--- config.mk ---
export PLATFORM = sky130hd
export DESIGN_NAME = line_fill_buffer
export DESIGN_NICKNAME = d
export VERILOG_FILES = /design/src/rtl/cache_pkg.sv /design/src/rtl/line_word_writer.sv /design/src/rtl/line_fill_buffer.sv
export SDC_FILE = /design/constraint.sdc
export NUM_CORES = 1
export LEC_CHECK = 0
export ABC_CLOCK_PERIOD_IN_PS = 2800
export BUFFER_PORTS_ARGS = -buffer_cell sky130_fd_sc_hd__buf_2
export CORE_ASPECT_RATIO = 2
export CORE_MARGIN = 2
export CORE_UTILIZATION = 55
export DETAILED_ROUTE_END_ITERATION = 16
export PLACE_DENSITY = 0.83
export RECOVER_POWER = 100
export REMOVE_ABC_BUFFERS = 1
export SYNTH_ARGS = -nofsm -noshare
export SYNTH_HDL_FRONTEND = slang
export SYNTH_SLANG_ARGS = --single-unit
--- constraint.sdc ---
create_clock -name clk -period 2.8 [get_ports clk]
set_input_delay 0.56 -clock clk [delete_from_list [all_inputs] [get_ports clk]]
set_output_delay 0.56 -clock clk [all_outputs]
set_load 0.02 [all_outputs]
--- src/rtl/cache_pkg.sv ---
// Shared line-fill definitions: word/line geometry, fill FSM states, byte merge helper.
// Latency: none (types, constants and a pure function only).
// Backpressure: not applicable.
package cache_pkg;

  localparam int WORD_W      = 32;
  localparam int WORDS       = 4;
  localparam int OFFSET_BITS = 2;
  localparam int BE_W        = WORD_W / 8;

  typedef enum logic [1:0] {
    IDLE = 2'd0,
    REQ  = 2'd1,
    DATA = 2'd2,
    DONE = 2'd3
  } state_t;

  // Byte-wise select: a set enable takes the byte from data, otherwise it keeps the byte from word.
  function automatic logic [WORD_W-1:0] byte_merge(
    input logic [WORD_W-1:0] word,
    input logic [WORD_W-1:0] data,
    input logic [BE_W-1:0]   be
  );
    logic [WORD_W-1:0] res;
    res = word;
    for (int j = 0; j < BE_W; j++) begin
      if (be[j]) res[8*j +: 8] = data[8*j +: 8];
    end
    return res;
  endfunction

endpackage

--- src/rtl/line_word_writer.sv ---
// Steers one incoming word into its 2-bit slot of a 4-word line register, optionally byte-merged.
// Latency: merged word visible combinationally on o_wdata; the line register updates on the next edge.
// Backpressure: none; writes happen whenever i_we is high.
module line_word_writer
  import cache_pkg::*;
(
  input  logic                   clk,
  input  logic                   rst_n,
  input  logic                   i_we,
  input  logic [OFFSET_BITS-1:0] i_slot,
  input  logic [WORD_W-1:0]      i_data,
  input  logic                   i_merge,
  input  logic [WORD_W-1:0]      i_st_data,
  input  logic [BE_W-1:0]        i_st_be,
  output logic [WORD_W-1:0]      o_wdata,
  output logic [WORDS*WORD_W-1:0] o_line
);

  logic [WORD_W-1:0] r_words [WORDS];

  // Word actually written: the memory beat, with the pending store overlaid when requested.
  always_comb begin
    o_wdata = i_merge ? byte_merge(i_data, i_st_data, i_st_be) : i_data;
  end

  // Slot decode and write into the line register (inverse of the read-side 4:1 select).
  always_ff @(posedge clk or negedge rst_n) begin
    if (!rst_n) begin
      for (int i = 0; i < WORDS; i++) r_words[i] <= '0;
    end else if (i_we) begin
      r_words[i_slot] <= o_wdata;
    end
  end

  // Flatten the array so word i sits at bits [32i+31:32i].
  always_comb begin
    o_line = '0;
    for (int i = 0; i < WORDS; i++) o_line[i*WORD_W +: WORD_W] = r_words[i];
  end

endmodule

--- src/rtl/line_fill_buffer.sv ---
// Assembles a cache line from critical-word-first memory beats, forwarding the (store-merged) critical word early.
// Latency: zero-wait memory gives mem_req 1 cycle, crit_valid 3 cycles and line_valid 6 cycles after fill_start.
// Backpressure: mem_req held until mem_gnt; mem_rvalid low stalls beat capture; fill_start ignored while busy.
module line_fill_buffer
  import cache_pkg::*;
#(
  parameter int ADDR_W = 32
)(
  input  logic                    clk,
  input  logic                    rst_n,
  input  logic                    fill_start,
  input  logic [ADDR_W-1:0]       fill_addr,
  input  logic                    st_en,
  input  logic [WORD_W-1:0]       st_data,
  input  logic [BE_W-1:0]         st_be,
  output logic                    busy,
  output logic                    mem_req,
  output logic [ADDR_W-1:0]       mem_addr,
  input  logic                    mem_gnt,
  input  logic                    mem_rvalid,
  input  logic [WORD_W-1:0]       mem_rdata,
  output logic                    crit_valid,
  output logic [WORD_W-1:0]       crit_data,
  output logic                    line_valid,
  output logic [ADDR_W-1:0]       line_addr,
  output logic [WORDS*WORD_W-1:0] line_data
);

  state_t r_state;
  state_t w_next;

  logic [ADDR_W-1:2]      r_addr;
  logic [ADDR_W-1:0]      r_line_addr;
  logic                   r_st_en;
  logic [WORD_W-1:0]      r_st_data;
  logic [BE_W-1:0]        r_st_be;
  logic [OFFSET_BITS-1:0] r_cnt;
  logic                   r_crit_valid;
  logic [WORD_W-1:0]      r_crit_data;

  logic                   w_start;
  logic                   w_beat;
  logic                   w_first;
  logic                   w_last;
  logic [OFFSET_BITS-1:0] w_slot;
  logic [WORD_W-1:0]      w_wdata;
  logic                   w_unused_addr_lsb;

  // Byte offset within the word never matters: requests and slots are word-granular.
  assign w_unused_addr_lsb = ^fill_addr[1:0];

  assign w_start = (r_state == IDLE) & fill_start;
  assign w_beat  = (r_state == DATA) & mem_rvalid;
  assign w_first = w_beat & (r_cnt == '0);
  assign w_last  = w_beat & (r_cnt == OFFSET_BITS'(WORDS - 1));
  // Wrapping slot: critical offset plus beat index, modulo 4 by width.
  assign w_slot  = r_addr[3:2] + r_cnt;

  // State register.
  always_ff @(posedge clk or negedge rst_n) begin
    if (!rst_n) r_state <= IDLE;
    else        r_state <= w_next;
  end

  // Next-state logic: request, collect four beats, announce the line, return to idle.
  always_comb begin
    w_next = r_state;
    case (r_state)
      IDLE:    if (fill_start) w_next = REQ;
      REQ:     if (mem_gnt)    w_next = DATA;
      DATA:    if (w_last)     w_next = DONE;
      DONE:                    w_next = IDLE;
      default:                 w_next = IDLE;
    endcase
  end

  // State-decoded outputs.
  always_comb begin
    busy       = (r_state != IDLE);
    mem_req    = (r_state == REQ);
    line_valid = (r_state == DONE);
  end

  // Capture the miss address and pending store when a fill is accepted.
  always_ff @(posedge clk or negedge rst_n) begin
    if (!rst_n) begin
      r_addr    <= '0;
      r_st_en   <= 1'b0;
      r_st_data <= '0;
      r_st_be   <= '0;
    end else if (w_start) begin
      r_addr    <= fill_addr[ADDR_W-1:2];
      r_st_en   <= st_en;
      r_st_data <= st_data;
      r_st_be   <= st_be;
    end
  end

  // Beat counter: restarts per fill and naturally wraps to 0 after the fourth beat.
  always_ff @(posedge clk or negedge rst_n) begin
    if (!rst_n)       r_cnt <= '0;
    else if (w_start) r_cnt <= '0;
    else if (w_beat)  r_cnt <= r_cnt + 1'b1;
  end

  // Critical word forward and line address; both change only on a fill's first beat.
  always_ff @(posedge clk or negedge rst_n) begin
    if (!rst_n) begin
      r_crit_valid <= 1'b0;
      r_crit_data  <= '0;
      r_line_addr  <= '0;
    end else begin
      r_crit_valid <= w_first;
      if (w_first) begin
        r_crit_data <= w_wdata;
        r_line_addr <= {r_addr[ADDR_W-1:4], 4'b0000};
      end
    end
  end

  line_word_writer u_writer (
    .clk       (clk),
    .rst_n     (rst_n),
    .i_we      (w_beat),
    .i_slot    (w_slot),
    .i_data    (mem_rdata),
    .i_merge   (w_first & r_st_en),
    .i_st_data (r_st_data),
    .i_st_be   (r_st_be),
    .o_wdata   (w_wdata),
    .o_line    (line_data)
  );

  assign mem_addr   = {r_addr, 2'b00};
  assign line_addr  = r_line_addr;
  assign crit_valid = r_crit_valid;
  assign crit_data  = r_crit_data;

endmodule
### Word level (Yosys, flattened, before mapping)

Cells that the tools add are included.

| word-level totals | value |
|---|---|
| register bits after elaboration | 260 |
| bits of input ports | 106 |
| output and inout bits | 228 |
| logic and storage cells | 50 |

| operators by class | value |
|---|---|
| $add $sub $neg | 2 |
| order comparisons | 2 |
| equal/unequal tests | 7 |
| muxes and demuxes | 14 |
| bitwise logic cells | 6 |
| reductions and logical operators | 6 |

Operators with widths:

| operator | number |
|---|---|
| $bwmux W128 | 1 |
| $demux W32 S2 | 1 |
| $mux W32 | 2 |
| $mux W8 | 4 |
| $mux W2 | 5 |
| $pmux W2 S4 | 1 |
| $eq A2 B2 Y1 const B | 3 |
| $and A1 B1 Y1 | 5 |
| $logic_not A2 Y1 | 2 |
| $ne A2 B2 Y1 const B | 2 |
| $reduce_bool A2 Y1 | 2 |
| $ge A3 B3 Y1 const B | 1 |
| $lt A3 B1 Y1 const B | 1 |
| $not A2 Y3 | 1 |
| $reduce_and A3 Y1 | 1 |
| $add A2 B1 Y2 const B | 1 |
| $add A2 B2 Y2 | 1 |
| $eq A2 B1 Y1 const B | 1 |
| $ne A2 B1 Y1 const B | 1 |
| $logic_and A1 B1 Y1 | 1 |

### Longest topological paths before layout

Gate-level depths: netlist of the first run.

| depth | value |
|---|---|
| word-level depth | 7 |
| mapped depth | 8 |
| depth with buffers taken out | 5 |

### Cells and area by module

Synthesis of the first run repeated with hierarchy kept, for this count alone.

| unflattened totals | value |
|---|---|
| cells, all modules | 790 |
| area, all modules | 10194.8 um^2 |

Modules (own cells, without submodules):

| module | times used | cells each | area each (um^2) | sequential area each (um^2) |
|---|---|---|---|---|
| line_fill_buffer | 1 | 309 | 5252.5 | 3303.2 |
| line_word_writer | 1 | 481 | 4942.2 | 3203.1 |

### Worst setup path before layout of the first run

OpenSTA, ideal clock, no wires.

| path | value |
|---|---|
| path kind | reg-to-reg |
| start point | register r_state[0] |
| end point | register r_line_addr[29] (netlist: line_addr[29]) |
| library setup time | 0.125 ns |
| arrival | 1.649 ns |
| required time | 2.675 ns |
| path slack | 1.026 ns |
| cell stages (with the launch flop) | 8 |
| buffers on the path | 3 |
| period minus slack after synthesis | 1.774 ns |
| path through | dfrtp_1 -> inv_1 -> ha_1 -> buf_2 -> and3_1 -> buf_2 -> buf_2 -> mux2_2 |

| between the ends | value |
|---|---|
| longest elaborated chain between the ends | 3 |

RTL lines:

| what | line | text |
|---|---|---|
| from (decl) | line_fill_buffer.sv:29 | `state_t r_state;` |
| from (signal assigned) | line_fill_buffer.sv:62 | `else r_state <= w_next;` |
| $eq A2 B2 Y1 | line_fill_buffer.sv:53 | `assign w_beat = (r_state == DATA) & mem_rvalid;` |
| $and A1 B1 Y1 | line_fill_buffer.sv:53 |  |
| $and A1 B1 Y1 | line_fill_buffer.sv:54 | `assign w_first = w_beat & (r_cnt == '0);` |
| to (signal assigned) | line_fill_buffer.sv:116 | `r_line_addr <= {r_addr[ADDR_W-1:4], 4'b0000};` |
| to (decl) | line_fill_buffer.sv:33 | `logic [ADDR_W-1:0] r_line_addr;` |

No other way between the ends.
A chain may end at the register's enable or synchronous reset.

### Worst setup path after layout of the first run

| path | value |
|---|---|
| start point | register r_state[0] |
| end point | register r_st_data[27] |

| between the ends | value |
|---|---|
| longest elaborated chain between the ends | 2 |

RTL lines:

| what | line | text |
|---|---|---|
| $logic_not A2 Y1 | line_fill_buffer.sv:52 | `assign w_start = (r_state == IDLE) & fill_start;` |
| $and A1 B1 Y1 | line_fill_buffer.sv:52 |  |
| to (signal assigned) | line_fill_buffer.sv:94 | `r_st_data <= st_data;` |
| to (decl) | line_fill_buffer.sv:35 | `logic [WORD_W-1:0] r_st_data;` |

No other way between the ends.

==> results of run 1 <==
[critical path: cells and delay by family (launching register included)]
family / cells / cell delay (ps)
muxes: 1 / 410
adders and majority gates: 1 / 310
and+or+nand+nor: 1 / 340
buffers and inverters: 2 / 760
DFF: 1 / 420
[metal layers]
layer	GRT usage, %	up-vias	routed length, µm
met5	0	-	0
met4	17.7	0	1610
met3	4.02	107	2270
met2	52.2	510	16200
met1	36.6	4333	10900
li1	-	3804	-
[cell usage after synthesis, types with 2 or more instances]
cell type  number
and3_1          2
nand3_1        33
buf_1           5
a21oi_1       130
a31oi_1       160
buf_2          41
dfrtp_1       260
inv_1          10
o21ai_0        32
buf_4           6
nor2_1         36
ha_1            7
clkbuf_1       23
nand2_1         3
mux2_2         96
[state kept, by name, summed over array words and instances, names as in the netlist]
register         count
crit_data           32
crit_valid           1
line_addr           28
r_addr              30
r_cnt                2
r_st_be              4
r_st_data           32
r_st_en              1
r_state              2
u_writer.o_line    128
[metrics by stage]
| stage | instances | setup TNS (ps) | setup slack (ps) | util, % | hold slack, ps |
|---|---|---|---|---|---|
| 2_1_floorplan | 786 | -50420 | -346 | - | 264 |
| 3_3_place_gp | 1358 | 0 | 664 | 65.7 | 484 |
| 3_5_place_dp | 1358 | 0 | 534 | 65.7 | 490 |
| 4_1_cts | 1398 | 0 | 448 | 70.1 | 66.1 |
| 5_1_grt | 1406 | 0 | 185 | 68.5 | 270 |
| 6_report | 1407 | 0 | 396 | 68.5 | 284 |
[final cells by class]
cell class                 instances  area [µm²]
sequential                       260        6510
fill                            1483        5870
multi-input combinational        516        3500
timing repair buffer             353        1630
clock buffer                      31         656
tap                              219         274
clock inverter                     9         156
inverter                          10        37.5
antenna                            9        22.5
[power breakdown]
part           switching, W  internal [W]  total, W
Clock               0.00136       0.00201   0.00337
Combinational       0.00571       0.00264   0.00835
Sequential          0.00126       0.00569   0.00695
Total               0.00833        0.0103    0.0187
[kinds of logic (layout without fill, tap and decap cells)]
| family | Yosys count | in the layout | synth area share (%) |
|---|---|---|---|
| buffers and inverters | 86 | 403 | 3.85 |
| AO/OA/AOI/OAI | 324 | 324 | 17.7 |
| AND/OR/NAND/NOR | 79 | 79 | 3.50 |
| adder cells (fa/ha/maj) | 7 | 7 | 0.848 |
| multiplexers | 97 | 97 | 10.6 |
| XOR/XNOR | 3 | 3 | 0.533 |
| flip-flops | 260 | 260 | 63.0 |
| other | 1 | 15 | 0.0363 |
[worst paths after layout]
kind                                    from                  end  depth (start not counted)
worst max register to register    r_state[0]        r_st_data[27]                          5
worst min-delay path              st_data[5]         r_st_data[5]                          2
max in group asynchronous              rst_n  u_writer.o_line[95]                          2
worst max-delay path              r_state[0]        r_st_data[27]                          5
min in group asynchronous              rst_n        crit_data[10]                          1
worst min register to register  line_addr[9]         line_addr[9]                          1
==> results.cfg, run 1 <==
[placed_design]
globalplace.congestion = 0.872
port_buffers = 325
placed_cell_area_um2 = 12300
hpwl_um = 20800

[timing]
finalSetupViolCount = 0
tightest_slew_ps = 2270
final.setup_skew_ps = 14.5
hold_viol_final = 0
fin_crit_sh_pct = 85.9
fin_crit_ps = 2400
relSlewSlack_pct = -51.6
drv_slew = 84
fmax_mhz = 416
rsz0062_at_grt = false

[floorplan]
rows = 71
die_w_um = 101
initial_core_util_pct = 55.4
coreArea_um2 = 18700
fp.dieH_um = 198
ios = 334
die_area_um2 = 20000

[cts]
clk_latency_ps = 510
cts_root_buffer = clkbuf_16
cts_tree = built
cts_hold_buf = 0
cts.sinks = 260
clk_pin_slew_ps = 70
clockBufferDepth = 3
cts_resized = 0
postCtsSetupBuffers = 0
cts_buffers = 22
h-tree-depth = 1

[worst_setup_path]
rrSetupSlack_ps = 400
cp_slowest_cell = clkbuf_4
crit_fanout = 44
crit_path_end_kind = flop
arrival_ps = 2790
cp_slowest_stage_delay_ps = 670
crit_required_ps = 3180
critPathKind = reg2reg
worstSetupStartpointType = flop
crit_chain = inv_1 > ha_1 > nand2_4 > clkbuf_4 > mux2_2

[synthesis]
ys_ff_latch = 260
synthCells = 857
yosysTopAreaCell = dfrtp_1
ys_types = 28
seq_area_frac_synth_pct = 63.0
syn_area_um2 = 10300
ys_warn_count = 0
synth_edf_count = 0
synth_async_sr_flop_share_pct = 100
synth.avg_cell_area_um2 = 12.1
synthFlopType = dfrtp_1
synth_top_area_share_pct = 63.0
ys_top_cells_by_area = dfrtp_1, mux2_2, a31oi_1, a21oi_1, buf_2

[detailed_routing]
drtPass1Iterations = 6
ant_nets = 0
drtIter0Drc = 528
wl_um = 31000
drc = 0
routedWlPerCell_um = 22.0
vias = 8754
via_per_inst = 6.22

[global_routing]
grt_overflow = 0
grt_pass1_wl_um = 47500
grt_max_degree = 87
grt_use_total_pct = 30.6
grt_pass1_vias = 8940
antenna_found_initial = 8

[layout]
final_cell_mix = dfrtp_1, clkbuf_1, a31oi_1, a21oi_1, buf_2
stdcell_area_um2 = 12800
layout_commonest_cell = dfrtp_1
syn_to_final_growth_pct = 23.7
layout-drive-gt1-share_pct = 23.2
final_nets = 1276

[pwr]
p_total_w = 0.0187
p_per_area_nw_per_um2 = 1460
vdd_drop_max_v = 0.000981
p_leak_nw = 5.36

[outcome]
status = finished, violations left
violations = capacitance limit, slew limit

[run]
max-cap-violations = 1

[worst_hold_path]
hold_class = in2reg
No activity file was read; power rests on OpenSTA's default activity.
==> inputs of run 2 (changes only) <==
==> constraint.sdc (replaced) <==
create_clock -name clk -period 2.8 [get_ports clk]
set_input_delay 0.14 -clock clk [delete_from_list [all_inputs] [get_ports clk]]
set_output_delay 0.14 -clock clk [all_outputs]
set_load 0.02 [all_outputs]
==> results.cfg, run 2 (synthesized netlist as in run 1, its figures left out) <==
[timing]
drv_slew = 177
final.setup_skew_ps = 14.7
finalSetupViolCount = 0
fmax_mhz = 401
setup_slack_ps = 307
tightest_slew_ps = 1850
relSlewSlack_pct = -23.4
fin_crit_ps = 2490
hold_ws_ps = 52.5
rsz0062_at_grt = false
fin_crit_sh_pct = 89.0
hold_viol_final = 0

[outcome]
status = finished, violations left
violations = capacitance limit, slew limit

[placed_design]
globalplace.congestion = 0.853
placed_cell_area_um2 = 12200
dpl_worst_slack_ps = 587
hpwl_um = 20500
port_buffers = 325

[worst_setup_path]
rrSetupSlack_ps = 310
critPathKind = reg2reg
arrival_ps = 2890
crit_path_end_kind = flop
crit_fanout = 47
r2r_start = r_state[0]
worstSetupStartpointType = flop
crit_required_ps = 3200
reg2reg_to = r_addr[25]
reg2regPathDepth = 5

[layout]
regArea_um2 = 6510
fill_cells = 1361
syn_to_final_growth_pct = 29.8
layout-drive-gt1-share_pct = 21.6
layout_commonest_cell = dfrtp_1
final_cell_mix = dfrtp_1, clkbuf_1, a31oi_1, a21oi_1, buf_2
final_nets = 1342
largest_reg_flops = 128
multi_input_area_um2 = 3490
stdcell_area_um2 = 13400

[detailed_routing]
drtPass1Iterations = 6
vias = 9165
wl_um = 32800
drtIter0Drc = 529
drc = 0
via_per_inst = 6.24
routedWlPerCell_um = 22.3
ant_nets = 0

[global_routing]
grt_use_total_pct = 32.4
grt_pass1_vias = 9607
grt_max_degree = 73
grt_pass1_wl_um = 50800
antenna_found_initial = 3
grt_overflow = 0

[cts]
clk_latency_ps = 520
clockBufferDepth = 3
postCtsSetupBuffers = 0
cts_buffers = 23
cts.sinks = 260
cts_resized = 0
cts_hold_buf = 69
cts_tree = built
clk_pin_slew_ps = 70
h-tree-depth = 1
cts_root_buffer = clkbuf_16

[floorplan]
die_area_um2 = 20000
die_w_um = 101
initial_core_util_pct = 55.4
ios = 334
fp.dieH_um = 198
rows = 71
coreArea_um2 = 18700

[worst_hold_path]
hold-path-endpoint = crit_data[29]
hold_depth = 3
hold_class = in2reg
holdCritStartpoint = mem_rdata[29]

[run]
max-cap-violations = 3

[pwr]
p_leak_nw = 5.64
vdd_drop_max_v = 0.000934
p_per_area_nw_per_um2 = 1410
[run 2: where the power goes]
part           switching (W)  internal [W]
combinational        0.00579       0.00270
clock                0.00141       0.00200
sequential           0.00126       0.00569
total                0.00846        0.0104
[run 2: area by class of cell]
cell class / instances / share of cell area, %
clock inverters: 9 / 0.951
diodes: 4 / 0.0746
flip-flops and latches: 260 / 48.5
inverters: 10 / 0.280
repair buffers: 418 / 17.0
clock buffers: 33 / 5.17
multi-input cells: 516 / 26.0
well taps: 219 / 2.04
[run 2: worst max-delay path by stage]
| stage | end | startpoint | cells after the start | slack [ps] |
|---|---|---|---|---|
| after global placement | crit_data[24] | r_state[0] | 6 | 680 |
| after global routing | r_addr[7] | r_state[0] | 5 | 160 |
| final | r_addr[25] | r_state[0] | 5 | 310 |
| after detailed placement | u_writer.o_line[17] | r_state[0] | 6 | 590 |
| after floorplan | line_addr[10] | r_state[0] | 4 | -350 |
| after CTS | u_writer.o_line[49] | r_state[0] | 6 | 520 |
[run 2: per-layer routing]
layer  GRT usage, %  up-vias  routed length (µm)
met5              0        -                   0
met4           20.1        0                2050
met3           5.65      156                2510
met2           54.8      568               16900
met1           37.6     4511               11300
li1               -     3930                   -
[run 2: per-stage QoR]
step	util [%]	total power, W	setup TNS (ps)	cells
after floorplan	-	0.0121	-50420	786
after global placement	65.5	0.0153	0	1354
after detailed placement	65.5	0.0156	0	1354
after CTS	73.6	0.0192	0	1465
after global routing	71.9	0.0198	0	1468
final	71.9	0.0189	0	1469
[run 2: critical path, cell delays in order (launching register included)]
cell     delay, ps
dfrtp_1        390
inv_1           80
ha_1           270
nand2_1        820
buf_12         350
mux2_2         390
